## config.mk

```make
export PLATFORM = sky130hd
export DESIGN_NAME = wishbone_burst_manager
export DESIGN_NICKNAME = d
export VERILOG_FILES = /design/src/rtl/wishbone_burst_manager.sv
export SDC_FILE = /design/constraint.sdc
export NUM_CORES = 1
export LEC_CHECK = 0
export CAP_MARGIN = 20
export CELL_PAD_IN_SITES_DETAIL_PLACEMENT = 0
export CELL_PAD_IN_SITES_GLOBAL_PLACEMENT = 2
export CORE_ASPECT_RATIO = 0.9
export CORE_UTILIZATION = 25
export CTS_BUF_LIST = sky130_fd_sc_hd__clkbuf_4 sky130_fd_sc_hd__clkbuf_8
export CTS_CLUSTER_SIZE = 8
export DETAILED_ROUTE_END_ITERATION = 12
export PLACE_DENSITY = 0.88
export RECOVER_POWER = 50
export SLEW_MARGIN = 30
export SYNTH_ARGS = -nofsm -noshare
export SYNTH_HDL_FRONTEND = slang
export SYNTH_SLANG_ARGS = --single-unit
```

## constraint.sdc

```tcl
create_clock -name wb_clk_i -period 2.3 [get_ports wb_clk_i]
set_input_delay 0.46 -clock wb_clk_i [delete_from_list [all_inputs] [get_ports wb_clk_i]]
set_output_delay 0.46 -clock wb_clk_i [all_outputs]
set_load 0.01 [all_outputs]
```

## src/rtl/wishbone_burst_manager.sv

```systemverilog
// Wishbone B4 classic manager: single and burst accesses with byte lanes,
// per-beat CPU data handshake, DONE/ERR status pulses and an ACK watchdog.
module wishbone_burst_manager #(
    parameter  int ADDR_W    = 32,
    parameter  int DATA_W    = 32,
    parameter  int MAX_BURST = 8,
    parameter  int TIMEOUT   = 255,
    localparam int SEL_W     = DATA_W / 8,
    localparam int LEN_W     = $clog2(MAX_BURST + 1)
) (
    input  logic              wb_clk_i,
    input  logic              wb_rst_i,
    input  logic              WRITE_I,
    input  logic              READ_I,
    input  logic [ADDR_W-1:0] ADR_I,
    input  logic [DATA_W-1:0] CPU_DAT_I,
    input  logic [SEL_W-1:0]  SEL_I,
    input  logic [LEN_W-1:0]  LEN_I,
    input  logic              INCR_I,
    input  logic [DATA_W-1:0] DAT_I,
    input  logic              ACK_I,
    output logic [ADDR_W-1:0] ADR_O,
    output logic [DATA_W-1:0] DAT_O,
    output logic [SEL_W-1:0]  SEL_O,
    output logic              WE_O,
    output logic              STB_O,
    output logic              CYC_O,
    output logic [DATA_W-1:0] CPU_DAT_O,
    output logic              BUSY_O,
    output logic              BEAT_O,
    output logic              DONE_O,
    output logic              ERR_O
);

    localparam int WD_W = (TIMEOUT > 1) ? $clog2(TIMEOUT) : 1;
    localparam logic [WD_W-1:0]   WD_LAST  = WD_W'((TIMEOUT > 0) ? TIMEOUT - 1 : 0);
    localparam logic [ADDR_W-1:0] ADR_STEP = ADDR_W'(SEL_W);
    localparam logic [LEN_W-1:0]  LEN_MAX  = LEN_W'(MAX_BURST);

    typedef enum logic [1:0] {IDLE, REQ, GAP} state_t;

    state_t            state;
    logic [LEN_W-1:0]  len_q;
    logic [LEN_W-1:0]  beat_cnt;
    logic [LEN_W-1:0]  len_clamp;
    logic              incr_q;
    logic [WD_W-1:0]   wd_cnt;
    logic              last_beat;
    logic              wd_expired;

    always_comb begin
        len_clamp = LEN_I;
        if (LEN_I == '0)
            len_clamp = LEN_W'(1);
        else if (LEN_I > LEN_MAX)
            len_clamp = LEN_MAX;
    end

    assign last_beat  = (beat_cnt + LEN_W'(1)) == len_q;
    // Counter value TIMEOUT-1 at an edge means this is the TIMEOUT-th REQ cycle without ACK.
    assign wd_expired = (TIMEOUT != 0) && (wd_cnt == WD_LAST);

    always_ff @(posedge wb_clk_i) begin
        if (wb_rst_i) begin
            state     <= IDLE;
            len_q     <= '0;
            beat_cnt  <= '0;
            incr_q    <= 1'b0;
            wd_cnt    <= '0;
            ADR_O     <= '0;
            DAT_O     <= '0;
            SEL_O     <= '0;
            WE_O      <= 1'b0;
            STB_O     <= 1'b0;
            CYC_O     <= 1'b0;
            CPU_DAT_O <= '0;
            BUSY_O    <= 1'b0;
            BEAT_O    <= 1'b0;
            DONE_O    <= 1'b0;
            ERR_O     <= 1'b0;
        end else begin
            BEAT_O <= 1'b0;
            DONE_O <= 1'b0;
            ERR_O  <= 1'b0;
            case (state)
                IDLE: begin
                    if (WRITE_I || READ_I) begin
                        state    <= REQ;
                        ADR_O    <= ADR_I;
                        DAT_O    <= CPU_DAT_I;
                        SEL_O    <= SEL_I;
                        WE_O     <= WRITE_I;
                        len_q    <= len_clamp;
                        incr_q   <= INCR_I;
                        beat_cnt <= '0;
                        wd_cnt   <= '0;
                        CYC_O    <= 1'b1;
                        STB_O    <= 1'b1;
                        BUSY_O   <= 1'b1;
                    end
                end
                REQ: begin
                    if (ACK_I) begin
                        BEAT_O   <= 1'b1;
                        STB_O    <= 1'b0;
                        beat_cnt <= beat_cnt + LEN_W'(1);
                        if (!WE_O)
                            CPU_DAT_O <= DAT_I;
                        if (last_beat) begin
                            state  <= IDLE;
                            CYC_O  <= 1'b0;
                            BUSY_O <= 1'b0;
                            DONE_O <= 1'b1;
                        end else begin
                            state <= GAP;
                        end
                    end else if (wd_expired) begin
                        state  <= IDLE;
                        CYC_O  <= 1'b0;
                        STB_O  <= 1'b0;
                        BUSY_O <= 1'b0;
                        ERR_O  <= 1'b1;
                    end else begin
                        wd_cnt <= wd_cnt + WD_W'(1);
                    end
                end
                GAP: begin
                    // CPU presents the next write beat while BEAT_O is high.
                    state  <= REQ;
                    STB_O  <= 1'b1;
                    wd_cnt <= '0;
                    if (incr_q)
                        ADR_O <= ADR_O + ADR_STEP;
                    if (WE_O)
                        DAT_O <= CPU_DAT_I;
                end
                default: state <= IDLE;
            endcase
        end
    end

endmodule

```

# [Yosys cells after proc, flatten, opt, wreduce, memory -nomap -nowiden]
# Index checks and enable logic that the tools add are counted.
[totals] out_inout_bits=107 wordCells=82 ff_bits=125 in_bits=110
[classes] addsub=3 reduce_logical=18 bitwise=3 n_eq_ne=12 mux=30 n_lt_le_gt_ge=1
[ops] cell="2-to-1 mux 32 bit" count=4
[ops] cell="case mux 32 bit (2 select lines)" count=2
[ops] cell="adder 32 x 3 -> 32 bit (second input constant)" count=1
[ops] cell="2-to-1 mux 8 bit" count=3
[ops] cell="case mux 8 bit (3 select lines)" count=1
[ops] cell="2-to-1 mux 4 bit" count=4
[ops] cell="AND reduction 3 bit" count=5
[ops] cell="inequality test 2 bit (second input constant)" count=6
[ops] cell="adder 8 x 1 -> 8 bit (second input constant)" count=1
[ops] cell="equality test 8 bit (second input constant)" count=1
[ops] cell="2-to-1 mux 1 bit" count=8
[ops] cell="2-to-1 mux 2 bit" count=4
[ops] cell="case mux 4 bit (2 select lines)" count=1
[ops] cell="AND reduction 4 bit" count=2
[ops] cell="inequality test 3 bit (second input constant)" count=2
[ops] cell="case mux 2 bit (3 select lines)" count=1
[ops] cell="OR reduction 3 bit" count=2
[ops] cell="adder 4 x 1 -> 4 bit (second input constant)" count=1
[ops] cell="equality test 4 bit" count=1
[ops] cell="> comparator 4 bit (second input constant)" count=1
[ops] cell="logical NOT 4 bit" count=1
[ops] cell="AND reduction 2 bit" count=2
[ops] cell="nonzero test 2 bit" count=2
[ops] cell="NOT 1 bit" count=3
[ops] cell="8 further kinds" count=8

# [Depth between registers and ports, before layout]
# Gate-level depths: netlist (run 1).
[logic_depth] depth_word=5 ltp_mapped=7 mapped_depth_nobuf=6

# [Least setup slack after synthesis (run 1)]
# No wires, ideal clock.
[synth_path] path_kind="flip-flop to flip-flop" startpoint="reg ADR_O[2]" endpoint="reg ADR_O[18]" setup_time_ns=0.086 stages_incl_launch_ff=6 path_slack_ns=0.174 synth_period_minus_slack_ns=2.126 arrival_ns=2.041 path_cell_list="dfxtp_1 ha_1 nand4_1 or4_1 or4_1 a211oi_1"
[synth_between] elab_chain_len=3
[synth_rtl] element="start, declared" line="22" text="output logic [ADDR_W-1:0] ADR_O,"
[synth_rtl] element="start signal, assigned" line="133" text="ADR_O <= ADR_O + ADR_STEP;"
[synth_rtl] element="adder 32 x 3 -> 32 bit" line="133"
[synth_rtl] element="2-to-1 mux 32 bit" line="132" text="if (incr_q)"
[synth_rtl] element="case mux 32 bit (2 select lines)" line="85" text="case (state)"
# No other way between the ends. The select of a mux whose other input is x is not followed.
# A chain may end at the register's enable or synchronous reset.

# [Final worst setup path (run 1)]
[layout_path] startpoint="in WRITE_I" endpoint="reg ADR_O[14]"
[layout_between] elab_chain_len=3
[layout_rtl] element="start, declared" line="13" text="input logic WRITE_I,"
[layout_rtl] element="logical OR 1 bit" line="87" text="if (WRITE_I || READ_I) begin"
[layout_rtl] element="inequality test 2 bit (no line)"
[layout_rtl] element="AND reduction 3 bit (no line)"
# No other way between the ends.

==> results.cfg, run 1 <==
[worst_setup_path]
crit_type = primary input to flip-flop
path_max_fanout = 16
worst_setup_path_end_kind = flip-flop
worst_setup_path_start_kind = primary input
required_ns = 2.65
cp_data_arrival_time_ns = 2.40

[routing]
drt_first_pass_iters = 5
drc = 0
vias = 6056
wl_per_cell_um = 15.8
viasPerCell = 4.78
ant_nets = 0
wl_um = 20000
drt_iter0_drc = 382

[final_layout]
final_layout_size_suffix_gt1_share_pct = 9.94
nNetsFinal = 1078
area_delta_synth_final_pct = 55.1
stdcell_area_um2 = 8820
diodes = 0
fillCellCount = 2293

[grt]
grt_pass1_wl_um = 32000
track_usage_pct = 17.2
grt_max_degree = 42
antenna_found_initial = 0
grt_pass1_vias = 5931
gr-total-overflow = 0

[timing]
period_share_pct = 89.0
max_clock_freq_ghz = 0.489
rsz0062_at_grt = false
worstMarginPinSlew_ns = 0.716
hold_viol = 0
maxSlewViolCount = 0
setup_viol = 0
whs_ns = 0.449
setup_slack_ns = 0.254
max-slew-margin-rel_pct = 52.3
layout_min_cycle_time_ns = 2.05
skew_ns = 0.0164

[power]
ir_drop_uv = 314
power_density_nw_per_um2 = 628
p_leak_nw = 3.31
total_power_w = 0.00554

[cts]
tritoncts = built
cts_sinks = 125
cts_resized = 0
cts_setup_buffers = 0
root_buffer = clkbuf_8
worst_skew_pair.late_latency_ns = 0.44
clockBufferDepth = 2
cts_buffers = 17
ctsHoldBuffers = 0
htree_levels = 4
clk_pin_slew_worst_paths_ns = 0.08

[synth]
synth_top_family_by_area = simple AND/OR/NAND/NOR gates
synthSimpleGateAreaFrac_pct = 26.8
syn_area_per_cell_um2 = 7.82
ys_ff_latch = 125
async_flop_share_pct = 0
synthAdderAreaFrac_pct = 0.880
synth_edf_count = 0
synthXorXnorAreaFrac_pct = 1.23
netlist-cell-type-count = 65
synth_top_flop_cell = dfxtp_1
synthMuxAreaShare_pct = 0.198
synthesis.area_um2 = 5690
ys_seq_area_share_pct = 44.0
synth-compound-area-share_pct = 22.3
syn-num-nets = 841
syn_inst = 727
yosys_warnings = 0

[floorplanning]
start_util_pct = 25.9
die_w_um = 161
pin_count = 217
rows = 51
core_region_area_um2 = 22000
die_area_um2 = 23400
die_h_um = 145

[hold_path]
min_path_type = flip-flop to flip-flop

[placement]
dpl.hpwl_um = 14300
port_buffers = 216
dpl_worst_slack_ns = -0.00930
gp_congestion = 0.820
dpl_cell_area_um2 = 8460

[run_status]
outcome = complete, no violations

[run]
cap_viol_max_count = 0
worst max-delay path, cell delays in order:
cell             delay (ns)
clkdlybuf4s50_1        0.54
nor3_2                 0.09
clkbuf_1               0.14
nor3_1                 0.50
buf_4                  0.33
a21oi_1                0.09
a311oi_1               0.24
state kept, by name, indices dropped and copies added (netlist names):
name       cells
ADR_O         32
BEAT_O         1
BUSY_O         1
CPU_DAT_O     32
DAT_O         32
DONE_O         1
ERR_O          1
SEL_O          4
STB_O          1
WE_O           1
beat_cnt       4
incr_q         1
len_q          4
state          2
wd_cnt         8
path summary, 6_finish.rpt:
check	startpoint	end	slack, ns	depth (start not counted)
max	WRITE_I	ADR_O[14]$_SDFFE_PP0P_	0.25	7
min	DAT_O[31]$_SDFFE_PP0P_	DAT_O[31]$_SDFFE_PP0P_	0.45	2
max reg2reg	state[1]$_SDFFE_PP0P_	ADR_O[14]$_SDFFE_PP0P_	0.27	6
min reg2reg	DAT_O[31]$_SDFFE_PP0P_	DAT_O[31]$_SDFFE_PP0P_	0.45	2
synth_stat cells (9+ instances only):
master,count,area share (%)
nor4_1,12,1.3
nor3_1,14,1.2
nand3_1,20,1.8
nand2_1,185,12
nor2_1,29,1.9
o21ai_0,19,1.7
clkbuf_1,41,2.7
inv_1,12,0.79
nand4_1,9,0.99
a21oi_1,100,8.8
o31ai_1,9,1.2
dfxtp_1,125,44
final cells by class:
type	count	area (µm²)	area share, %
multi-input cells	539	2930	33.2
repair buffers	269	2590	29.4
flip-flops and latches	125	2500	28.4
inverters	12	45.0	0.511
clock inverters	13	144	1.63
clock buffers	18	241	2.74
well taps	291	364	4.13
layout by cell type (no fill, tap or decap), types with 4 or more instances in the layout:
master           netlist  final
a211oi_1               6      6
a21o_1                 4      4
a21oi_1              100    100
a22oi_1                6      5
a311o_1                4      4
a311oi_1               6      6
a31oi_1                5      5
and2_1                 7      6
and3_1                 7      7
buf_12                 0      4
buf_4                  2     45
clkbuf_1              41      4
clkbuf_8               0     17
clkdlybuf4s50_1        0    158
clkinv_4               0      4
clkinvlp_4             0      4
dfxtp_1              125    124
dlygate4sd3_1          0     57
ha_1                   4      4
inv_1                 12     12
nand2_1              185    185
nand2b_1               5      5
nand3_1               20     20
nand3b_1               6      6
nand4_1                9      9
nor2_1                29     28
nor2b_1                4      4
nor3_1                14     14
nor4_1                12     12
o2111ai_1              5      5
o211ai_1               4      4
o21ai_0               19     19
o221ai_1               4      4
o31ai_1                9      9
or4_1                  7      7
xnor2_1                4      4
xor2_1                 4      4
metrics by stage:
stage,cells,setup TNS [ns],utilization (%)
2_1_floorplan,727,0,-
3_3_place_gp,1236,-0.0134,38.5
3_5_place_dp,1236,-0.0196,38.5
4_1_cts,1267,0,40.3
5_1_grt,1267,0,40.2
6_report,1267,0,40.2
power by group:
group,switching [W],total (W),leakage (nW),internal (W)
combinational,0.000555,0.00117,2.10,0.000614
sequential,0.000130,0.00244,1.03,0.00231
clock,0.000959,0.00193,0.185,0.000973
total,0.00164,0.00554,3.31,0.00390
cells by family (layout without fill, tap and decap cells):
logic type,Yosys count,count (layout)
AO/OA/AOI/OAI,200,200
multiplexers,1,1
AND/OR/NAND/NOR,326,326
XOR/XNOR,8,8
adder cells (fa/ha/maj),4,4
buffers and inverters,63,312
flip-flops,125,125
metal layers:
layer | up-vias | global-route usage, % | part of all wire, %
met4 | 0 | 4.43 | 1.0
met1 | 2786 | 23.6 | 48
met2 | 188 | 25.4 | 43
met3 | 14 | 6.20 | 7.9
li1 | 3068 | - | -
met5 | - | 0 | 0
Power figures use the tool's default switching activity.
==> run 2, diff against run 1 <==
==> constraint.sdc (replaced) <==
create_clock -name wb_clk_i -period 2.2 [get_ports wb_clk_i]
set_input_delay 0.44 -clock wb_clk_i [delete_from_list [all_inputs] [get_ports wb_clk_i]]
set_output_delay 0.44 -clock wb_clk_i [all_outputs]
set_load 0.01 [all_outputs]
==> run 2 against run 1 <==
Global-route usage rose by 0.22 points. Largest power group unchanged. Highest routed layer unchanged. Via count rose by 1.4%. Clock power rose by 20%. Sequential cell count did not move. Wire length rose by 0.93%.
==> results.cfg, run 2 (same netlist as run 1, synthesis figures left out) <==
[run]
cap_viol_max_count = 0

[grt]
met3_usage_pct = 5.89
grt-busiest-layer = met2
grt_max_degree = 47
grt_pass1_vias = 5886
antenna_found_initial = 0
grt_pass1_wl_um = 32400
track_usage_pct = 17.5
gr-total-overflow = 0
met1_usage_pct = 23.5
grt_util_met2_pct = 26.2

[routing]
viasPerCell = 4.81
wl_um = 20200
wl_per_cell_um = 15.8
ant_nets = 0
drt_iter0_drc = 340
drt_first_pass_iters = 5
drc = 0
vias = 6139

[timing]
maxSlewViolCount = 0
hold_viol = 0
setup_viol = 0
max_clock_freq_ghz = 0.494
setup_slack_ns = 0.177
rsz0062_at_grt = false
period_share_pct = 91.9
max-slew-margin-rel_pct = 54.9
skew_ns = 0.0149
layout_min_cycle_time_ns = 2.02
worstMarginPinSlew_ns = 0.675

[worst_setup_path]
path_max_fanout = 9
cp_num_cells = 1
cp_data_arrival_time_ns = 1.58
crit_type = flip-flop to output port
required_ns = 1.76
worst-path-buf-inv = 1
worst_setup_path_start_kind = flip-flop
critPathMaxStageDelay_ns = 0.61
cp_cell_sequence = clkdlybuf4s50_1
r2r_start = state[0]$_SDFFE_PP0P_
worst_setup_path_end_kind = output port
path_delay_family = buffers and inverters
rr_worst_depth = 4
cp_slowest_cell = clkdlybuf4s50_1
setup.worst_path.start = ADR_O[28]$_SDFFE_PP0P_

[power]
ir_drop_uv = 286
p_comb_share_pct = 20.1
pwr-share-clk_pct = 37.9
power_density_nw_per_um2 = 681
p_int_w = 0.00439
p_switching_w = 0.00170
switching_share_pct = 27.9
sequentialPowerShare_pct = 41.9
p_leak_nw = 3.46

[cts]
clockBufferDepth = 2
clk_pin_slew_worst_paths_ns = 0.08
htree_levels = 4
cts_setup_buffers = 0
root_buffer = clkbuf_8
cts_sinks = 125
ctsHoldBuffers = 0
cts_resized = 0
worst_skew_pair.late_latency_ns = 0.45
cts_buffers = 17
tritoncts = built

[hold_path]
hold_path_depth = 2
min_from = wb_rst_i
min_path_type = primary input to flip-flop

[final_layout]
final_cells = 1275
layout_common_cells = nand2_1, clkdlybuf4s50_1, dfxtp_1
final_common_cell = nand2_1
nNetsFinal = 1085
final_layout_size_suffix_gt1_share_pct = 10.7
diodes = 0
reg_top3 = ADR_O (32), CPU_DAT_O (32), DAT_O (32)
stdcell_area_um2 = 8940
area_delta_synth_final_pct = 57.1

[placement]
gp_congestion = 0.821
dpl.hpwl_um = 14500
dpl_cell_area_um2 = 8520
dpl_worst_slack_ns = -0.146
port_buffers = 216
place_inst = 1243

[floorplanning]
pin_count = 217
start_util_pct = 25.9
die_area_um2 = 23400
die_h_um = 145
die_w_um = 161
core_region_area_um2 = 22000
rows = 51

[run_status]
outcome = complete, no violations
==> run 2: cell types whose count changed in the layout (fill, tap and decap cells not counted), sizes merged <==
cell,delta
clkinv,-2
clkdlybuf4s50,-31
inv,-1
buf,+5
bufinv,+2
dlygate4sd3,+31
clkbuf,+6
clkinvlp,-2
==> run 2: layout make-up <==
cell class	instances	area [µm²]
Clock buffer	22	284
Tap cell	291	364
Clock inverter	10	163
Inverter	12	45.0
Multi-Input combinational cell	539	2930
Timing Repair Buffer	276	2650
Fill cell	2283	13000
Sequential cell	125	2500
==> run 2: metrics by stage <==
step                utilization, %  power, W  setup TNS (ns)  hold WS [ns]
floorplan                        -   0.00311               0         0.444
global placement              38.8   0.00389           -1.60         0.437
detailed placement            38.8   0.00389           -2.50         0.445
CTS                           40.9   0.00624               0         0.235
global route                  40.7   0.00641               0         0.237
finish                        40.7   0.00609               0         0.263
==> run 2: final timing paths <==
kind / end / slack, ns
max: ADR_O[28] / 0.18
max reg2reg: ADR_O[28]$_SDFFE_PP0P_ / 0.23
min: ADR_O[29]$_SDFFE_PP0P_ / 0.26
min reg2reg: DAT_O[24]$_SDFFE_PP0P_ / 0.45
==> run 2: power by group through the flow <==
| stage | Sequential [W] | Clock [W] | Combinational [W] |
|---|---|---|---|
| 5_1_grt | 0.00258 | 0.00250 | 0.00133 |
| 3_5_place_dp | 0.00261 | 0 | 0.00128 |
| 3_3_place_gp | 0.00261 | 0 | 0.00128 |
| 2_1_floorplan | 0.00265 | 0 | 0.000467 |
| 6_report | 0.00255 | 0.00231 | 0.00123 |
| 4_1_cts | 0.00256 | 0.00239 | 0.00129 |
==> run 2: per-layer routing <==
layer | part of all wire, % | vias up
li1 | - | 3086
met4 | 0.93 | 0
met3 | 8.0 | 11
met5 | 0 | -
met2 | 44 | 221
met1 | 47 | 2821
